### src/rtl/operand_fetch_pkg.sv
// Shared definitions for the operand-fetch stage: ALU opcodes, RV32 encoding
// constants, field widths and the instruction decoder.
package operand_fetch_pkg;

    localparam int XLEN   = 32;
    localparam int NREG   = 32;
    localparam int RIDX_W = 5;

    typedef enum logic [3:0] {
        ALU_ADD     = 4'd0,
        ALU_MUL     = 4'd1,
        ALU_BNE     = 4'd2,
        ALU_ILLEGAL = 4'd15
    } alu_op_e;

    localparam logic [6:0] OPC_OP     = 7'b0110011;
    localparam logic [6:0] OPC_OP_IMM = 7'b0010011;
    localparam logic [6:0] OPC_BRANCH = 7'b1100011;

    localparam logic [2:0] F3_ADD = 3'b000;
    localparam logic [2:0] F3_BNE = 3'b001;

    localparam logic [6:0] F7_BASE   = 7'b0000000;
    localparam logic [6:0] F7_MULDIV = 7'b0000001;

    // Decoded control for one instruction; writes_rd ignores the rd==x0 case.
    typedef struct packed {
        alu_op_e op;
        logic    use_rs1;
        logic    use_rs2;
        logic    use_imm;
        logic    writes_rd;
        logic    branch;
        logic    illegal;
    } decode_t;

    function automatic decode_t decode_instr(input logic [XLEN-1:0] instr);
        decode_t d;
        d.op        = ALU_ILLEGAL;
        d.use_rs1   = 1'b0;
        d.use_rs2   = 1'b0;
        d.use_imm   = 1'b0;
        d.writes_rd = 1'b0;
        d.branch    = 1'b0;
        d.illegal   = 1'b1;
        case (instr[6:0])
            OPC_OP: begin
                if (instr[14:12] == F3_ADD && instr[31:25] == F7_BASE) begin
                    d.op = ALU_ADD;
                    d.illegal = 1'b0;
                end else if (instr[14:12] == F3_ADD && instr[31:25] == F7_MULDIV) begin
                    d.op = ALU_MUL;
                    d.illegal = 1'b0;
                end
                d.use_rs1   = !d.illegal;
                d.use_rs2   = !d.illegal;
                d.writes_rd = !d.illegal;
            end
            OPC_OP_IMM: begin
                if (instr[14:12] == F3_ADD) begin
                    d.op        = ALU_ADD;
                    d.illegal   = 1'b0;
                    d.use_rs1   = 1'b1;
                    d.use_imm   = 1'b1;
                    d.writes_rd = 1'b1;
                end
            end
            OPC_BRANCH: begin
                if (instr[14:12] == F3_BNE) begin
                    d.op      = ALU_BNE;
                    d.illegal = 1'b0;
                    d.use_rs1 = 1'b1;
                    d.use_rs2 = 1'b1;
                    d.branch  = 1'b1;
                end
            end
            default: ;
        endcase
        return d;
    endfunction

endpackage

### src/rtl/operand_fetch_reg_file.sv
// Architectural register file: 32x32, x0 hardwired to zero, two combinational
// read ports that forward a same-cycle writeback, one synchronous write port.
module operand_fetch_reg_file
    import operand_fetch_pkg::*;
(
    input  logic              clk,
    input  logic              rst,
    input  logic [RIDX_W-1:0] i_raddr1,
    input  logic [RIDX_W-1:0] i_raddr2,
    output logic [XLEN-1:0]   o_rdata1,
    output logic [XLEN-1:0]   o_rdata2,
    input  logic              i_wen,
    input  logic [RIDX_W-1:0] i_waddr,
    input  logic [XLEN-1:0]   i_wdata
);

    logic [XLEN-1:0] r_mem [NREG];

    // Write port; reset clears every register, writes to x0 are dropped.
    // NOTE: resetting a memory array forces it into flops instead of a RAM
    // macro; it is done here because every register must read zero after reset.
    always_ff @(posedge clk) begin
        if (rst) begin
            for (int i = 0; i < NREG; i++) r_mem[i] <= '0;
        end else if (i_wen && i_waddr != '0) begin
            r_mem[i_waddr] <= i_wdata;
        end
    end

    // Read port 1 with x0 zeroing and writeback bypass.
    always_comb begin
        o_rdata1 = r_mem[i_raddr1];
        if (i_raddr1 == '0) o_rdata1 = '0;
        else if (i_wen && i_waddr == i_raddr1) o_rdata1 = i_wdata;
    end

    // Read port 2 with x0 zeroing and writeback bypass.
    always_comb begin
        o_rdata2 = r_mem[i_raddr2];
        if (i_raddr2 == '0) o_rdata2 = '0;
        else if (i_wen && i_waddr == i_raddr2) o_rdata2 = i_wdata;
    end

endmodule

### src/rtl/operand_fetch.sv
// Decode / operand-fetch stage: decodes ADD, ADDI, MUL, BNE, reads operands,
// stalls on busy-bit hazards and registers the ALU request for execute.
module operand_fetch
    import operand_fetch_pkg::*;
(
    input  logic              clk,
    input  logic              rst,
    input  logic              in_valid,
    output logic              in_ready,
    input  logic [XLEN-1:0]   in_instr,
    input  logic [XLEN-1:0]   in_pc,
    input  logic              flush,
    input  logic              wb_en,
    input  logic [RIDX_W-1:0] wb_addr,
    input  logic [XLEN-1:0]   wb_data,
    output logic              out_valid,
    input  logic              out_ready,
    output logic [3:0]        out_op,
    output logic [XLEN-1:0]   out_a,
    output logic [XLEN-1:0]   out_b,
    output logic [RIDX_W-1:0] out_rd,
    output logic              out_we,
    output logic              out_branch,
    output logic [XLEN-1:0]   out_target,
    output logic              out_illegal
);

    decode_t           w_dec;
    logic [RIDX_W-1:0] w_rs1, w_rs2, w_rd;
    logic [XLEN-1:0]   w_rdata1, w_rdata2, w_imm_i, w_imm_b, w_opnd_a, w_opnd_b;
    logic              w_we, w_hazard, w_in_ready, w_accept;
    logic [NREG-1:0]   w_busy_next;

    logic [NREG-1:0]   r_busy;
    logic              r_valid, r_we, r_branch, r_illegal;
    alu_op_e           r_op;
    logic [XLEN-1:0]   r_a, r_b, r_target;
    logic [RIDX_W-1:0] r_rd;

    assign w_dec   = decode_instr(in_instr);
    assign w_rd    = in_instr[11:7];
    assign w_rs1   = in_instr[19:15];
    assign w_rs2   = in_instr[24:20];
    assign w_imm_i = {{20{in_instr[31]}}, in_instr[31:20]};
    assign w_imm_b = {{19{in_instr[31]}}, in_instr[31], in_instr[7],
                      in_instr[30:25], in_instr[11:8], 1'b0};
    assign w_we    = w_dec.writes_rd && (w_rd != '0);

    operand_fetch_reg_file u_reg_file (
        .clk      (clk),
        .rst      (rst),
        .i_raddr1 (w_rs1),
        .i_raddr2 (w_rs2),
        .o_rdata1 (w_rdata1),
        .o_rdata2 (w_rdata2),
        .i_wen    (wb_en),
        .i_waddr  (wb_addr),
        .i_wdata  (wb_data)
    );

    assign w_opnd_a = w_dec.use_rs1 ? w_rdata1 : '0;
    assign w_opnd_b = w_dec.use_imm ? w_imm_i : (w_dec.use_rs2 ? w_rdata2 : '0);

    // Hazard: a used source still busy after this cycle's writeback, or WAW on rd.
    // NOTE: every always_comb output gets a default before any condition so no
    // path leaves it unassigned and no latch is inferred.
    always_comb begin
        w_hazard = 1'b0;
        if (w_dec.use_rs1 && r_busy[w_rs1] && !(wb_en && wb_addr == w_rs1)) w_hazard = 1'b1;
        if (w_dec.use_rs2 && r_busy[w_rs2] && !(wb_en && wb_addr == w_rs2)) w_hazard = 1'b1;
        if (w_we && r_busy[w_rd]) w_hazard = 1'b1;
    end

    assign w_in_ready = !rst && (!r_valid || out_ready) && !w_hazard && !flush;
    assign w_accept   = in_valid && w_in_ready;
    assign in_ready   = w_in_ready;

    // Scoreboard next state: writeback and flush clear, accept sets (set wins).
    always_comb begin
        w_busy_next = r_busy;
        if (wb_en) w_busy_next[wb_addr] = 1'b0;
        if (flush && r_valid && r_we) w_busy_next[r_rd] = 1'b0;
        if (w_accept && w_we) w_busy_next[w_rd] = 1'b1;
        w_busy_next[0] = 1'b0;
    end

    // Scoreboard register.
    // NOTE: sequential state uses non-blocking assignment so every flop samples
    // values from before the edge, independent of block ordering.
    always_ff @(posedge clk) begin
        if (rst) r_busy <= '0;
        else     r_busy <= w_busy_next;
    end

    // Output register toward execute: load on accept, drop on flush or consume.
    always_ff @(posedge clk) begin
        if (rst) begin
            r_valid   <= 1'b0;
            r_op      <= ALU_ADD;
            r_a       <= '0;
            r_b       <= '0;
            r_rd      <= '0;
            r_we      <= 1'b0;
            r_branch  <= 1'b0;
            r_target  <= '0;
            r_illegal <= 1'b0;
        end else if (w_accept) begin
            r_valid   <= 1'b1;
            r_op      <= w_dec.op;
            r_a       <= w_opnd_a;
            r_b       <= w_opnd_b;
            r_rd      <= w_dec.writes_rd ? w_rd : '0;
            r_we      <= w_we;
            r_branch  <= w_dec.branch;
            r_target  <= in_pc + w_imm_b;
            r_illegal <= w_dec.illegal;
        end else if (flush || out_ready) begin
            r_valid   <= 1'b0;
        end
    end

    assign out_valid   = r_valid;
    assign out_op      = r_op;
    assign out_a       = r_a;
    assign out_b       = r_b;
    assign out_rd      = r_rd;
    assign out_we      = r_we;
    assign out_branch  = r_branch;
    assign out_target  = r_target;
    assign out_illegal = r_illegal;

endmodule
### config.mk
export PLATFORM = sky130hd
export DESIGN_NAME = operand_fetch
export DESIGN_NICKNAME = d
export VERILOG_FILES = /design/src/rtl/operand_fetch_pkg.sv /design/src/rtl/operand_fetch_reg_file.sv /design/src/rtl/operand_fetch.sv
export SDC_FILE = /design/constraint.sdc
export NUM_CORES = 2
export LEC_CHECK = 0
export CORE_UTILIZATION = 45
export CTS_CLUSTER_DIAMETER = 100
export DETAILED_ROUTE_END_ITERATION = 7
export SLEW_MARGIN = 20
export SYNTH_ARGS = -nofsm -noshare
export SYNTH_HDL_FRONTEND = slang
export SYNTH_SLANG_ARGS = --single-unit
### constraint.sdc
create_clock -name clk -period 4.58 [get_ports clk]
set_input_delay 0.916 -clock clk [delete_from_list [all_inputs] [get_ports clk]]
set_output_delay 0.916 -clock clk [all_outputs]
set_load 0.03 [all_outputs]
==> results.json <==
{
  "dieArea_um2": 140000,
  "h-tree-depth": 4,
  "syn_inst": 4486,
  "r2r-end": "out_b[21]",
  "p_leak_nw": 24.9,
  "cts_root_buffer": "clkbuf_16",
  "cts_buffer_depth": 3,
  "ir_drop_v": 0.000314,
  "initial_core_util_pct": 45.4,
  "routedWlPerCell_um": 33.3,
  "place_congestion": 0.891,
  "report.final.hold_viol_count": 0,
  "core_um2": 138000,
  "viasPerCell": 6.45,
  "vias": 42297,
  "crit_cells": 8,
  "ys_types": 72,
  "drive_gt1_share_pct": 23.3,
  "synth-seq-area-share_pct": 53.7,
  "synth_common_cells": "edfxtp_1 (1024), and2_1 (994), mux4_2 (496), clkbuf_1 (343), mux2i_1 (209)",
  "p_per_area_nw_per_um2": 361,
  "min_period_over_period_pct": 92.4,
  "synth-seq-cells": 1162,
  "fin_crit_ns": 4.23,
  "area_growth_pct": 15.6,
  "syn_area_per_cell_um2": 13.9,
  "r2r_start": "r_busy[12]",
  "multi_input_comb_area_um2": 27700,
  "synth_area_leader_cell": "edfxtp_1",
  "first_iter_violations": 5435,
  "critPathTopFamily": "buffers and inverters",
  "critPathBufInv": 2,
  "cts_buffers": 133,
  "cap_violations": 0,
  "clk_latency_ns": 0.78,
  "drv_slew": 0,
  "crit_required_ns": 3.66,
  "grt_pass1_wl_mm": 309,
  "route.detailed.drc": 0,
  "wl_mm": 218,
  "synth.most_common_cell": "edfxtp_1",
  "die_h_um": 375,
  "syn_area_um2": 62500,
  "cts_sinks": 1162,
  "fillers": 11400,
  "synth_area_leaders": "edfxtp_1 (49%), mux4_2 (18%), and2_1 (10%), dfxtp_1 (4.4%), mux2i_1 (3.3%)",
  "fin_hold_ws_ns": 0.448,
  "tightest_slew_ns": 1.12,
  "total_power_mw": 26.1,
  "fmax_ghz": 0.236,
  "slew_headroom_pct": 24.9,
  "tritoncts": "yes",
  "layout.area.seq_um2": 33500,
  "synthArstFlopShare_pct": 0,
  "grt_overflow": 0,
  "crit_chain": "clkdlybuf4s50_1 > or3b_2 > o22ai_1 > nor3_1 > a31oi_1 > o311ai_1 > nor2_1 > buf_4",
  "status": "finished clean",
  "dr.pass1.iters": 6,
  "io_pins": 217,
  "worstHoldEndpoint": "out_a[27]",
  "cts_setup_buffers": 0,
  "fp.dieW_um": 375,
  "synth_top_area_share_pct": 49.2,
  "grt_start_max_net_pins": 76,
  "io_buffers": 216,
  "rr_worst_depth": 10,
  "synth-edff-count": 1024,
  "rsz0062_at_grt": "no",
  "setup_viol": 0,
  "hp-start": "out_a[27]",
  "grt_pass1_vias": 41725,
  "yosys_warnings": 0,
  "final_antenna_net_count": 0,
  "antenna_found_initial": 14,
  "critPathCaptureType": "output port",
  "dp_hpwl_mm": 129,
  "clkTransAtPathRegs_ns": 0.06,
  "rrSetupSlack_ns": 1.35,
  "clock_skew_ns": 0.0333,
  "arrival_ns": 3.31,
  "slowest_delay_ns": 0.83,
  "hold_buffers": 0,
  "hold_path_class": "flop to flop",
  "worstHoldPathCells": 2,
  "cp-start-kind": "input pin",
  "cts_resized": 0,
  "nets": 4794,
  "cpMaxStageDelayCell": "clkdlybuf4s50_1",
  "path_class": "input pin to output port",
  "synth_top_flop_cell": "edfxtp_1",
  "grt_use_total_pct": 31.1,
  "cp_max_fo": 9,
  "rows": 136
}
[cell usage in the layout, fill, tap and decap left out, types with 35 or more instances in the layout]
cell	n
dfxtp_1	138
a211oi_1	74
o22ai_1	60
and2_1	994
nand2b_1	35
clkdlybuf4s50_1	198
edfxtp_1	1024
o211ai_1	36
mux4_2	496
buf_12	49
buf_4	206
a221oi_1	40
nor2_1	105
clkbuf_16	138
o21ai_1	68
mux2_2	67
nand2_1	102
a21oi_1	97
mux2i_1	209
clkbuf_1	41
[area by class of cell]
cell class / count / share of cell area [%]
diodes: 4 / 0.0139
clock buffers: 184 / 5.09
clock inverters: 53 / 0.558
inverters: 15 / 0.0814
multi-input cells: 2880 / 38.3
flip-flops and latches: 1162 / 46.4
well taps: 1794 / 3.11
repair buffers: 464 / 6.41
[routing by layer]
layer  vias up  part of all wire (%)  global-route usage (%)
li1      17526                     -                       -
met1     21812                    40                    42.3
met2      2518                    46                    48.6
met3       439                   9.3                    5.43
met4         2                   5.0                    14.7
met5         -                0.0055                       0
[tightest hold or removal path: cells and delay by family (launching register included)]
kind,cells,cell delay [ns]
simple gates,1,0.05
flops,1,0.31
compound gates,1,0.05
[registers in the layout, summed over array words and instances, names as in the netlist]
signal and flops:
out_a 32, out_b 32, out_branch 1, out_op 3, out_rd 5, out_target 32
out_valid 1, out_we 1, r_busy 31, u_reg_file.r_mem 1024
[where the power goes]
group          internal, mW  total, mW  switching, mW
Combinational          1.49       3.48           1.99
Clock                  5.84       10.3           4.44
Sequential             12.1       12.3          0.276
Total                  19.4       26.1           6.70
[how the worst max path moves through the flow]
stage	start	to	slack, ns
3_3_place_gp	in_instr[9]	out_b[21]	0.26
6_report	in_instr[9]	in_ready	0.35
4_1_cts	in_instr[7]	in_ready	0.37
3_5_place_dp	in_instr[7]	out_b[13]	0.19
2_1_floorplan	wb_addr[4]	u_reg_file.r_mem[16][0]	-0.02
5_1_grt	in_instr[0]	in_ready	0.23
[through the flow]
stage	setup TNS [ns]	area (um^2)	setup slack (ns)	util, %	cells
4_1_cts	0	72200	0.366	52.5	6552
2_1_floorplan	-2.79	62600	-0.0218	-	4517
3_3_place_gp	0	68100	0.265	49.5	6314
6_report	0	72200	0.350	52.5	6556
3_5_place_dp	0	68200	0.191	49.5	6315
5_1_grt	0	72200	0.233	52.5	6552
[cells by family (layout without fill, tap and decap cells)]
group	Yosys count	after routing	share of synthesized area, %
and+or+nand+nor	1433	1433	13.4
DFF	1162	1162	53.7
muxes	772	772	22.4
AOI/OAI and AO/OA	578	578	6.24
buffers and inverters	475	716	3.15
xor gates and xnor gates	34	34	0.477
adders and majority gates	31	31	0.633
other	1	36	0.00600
Power figures use the tool's default switching activity.
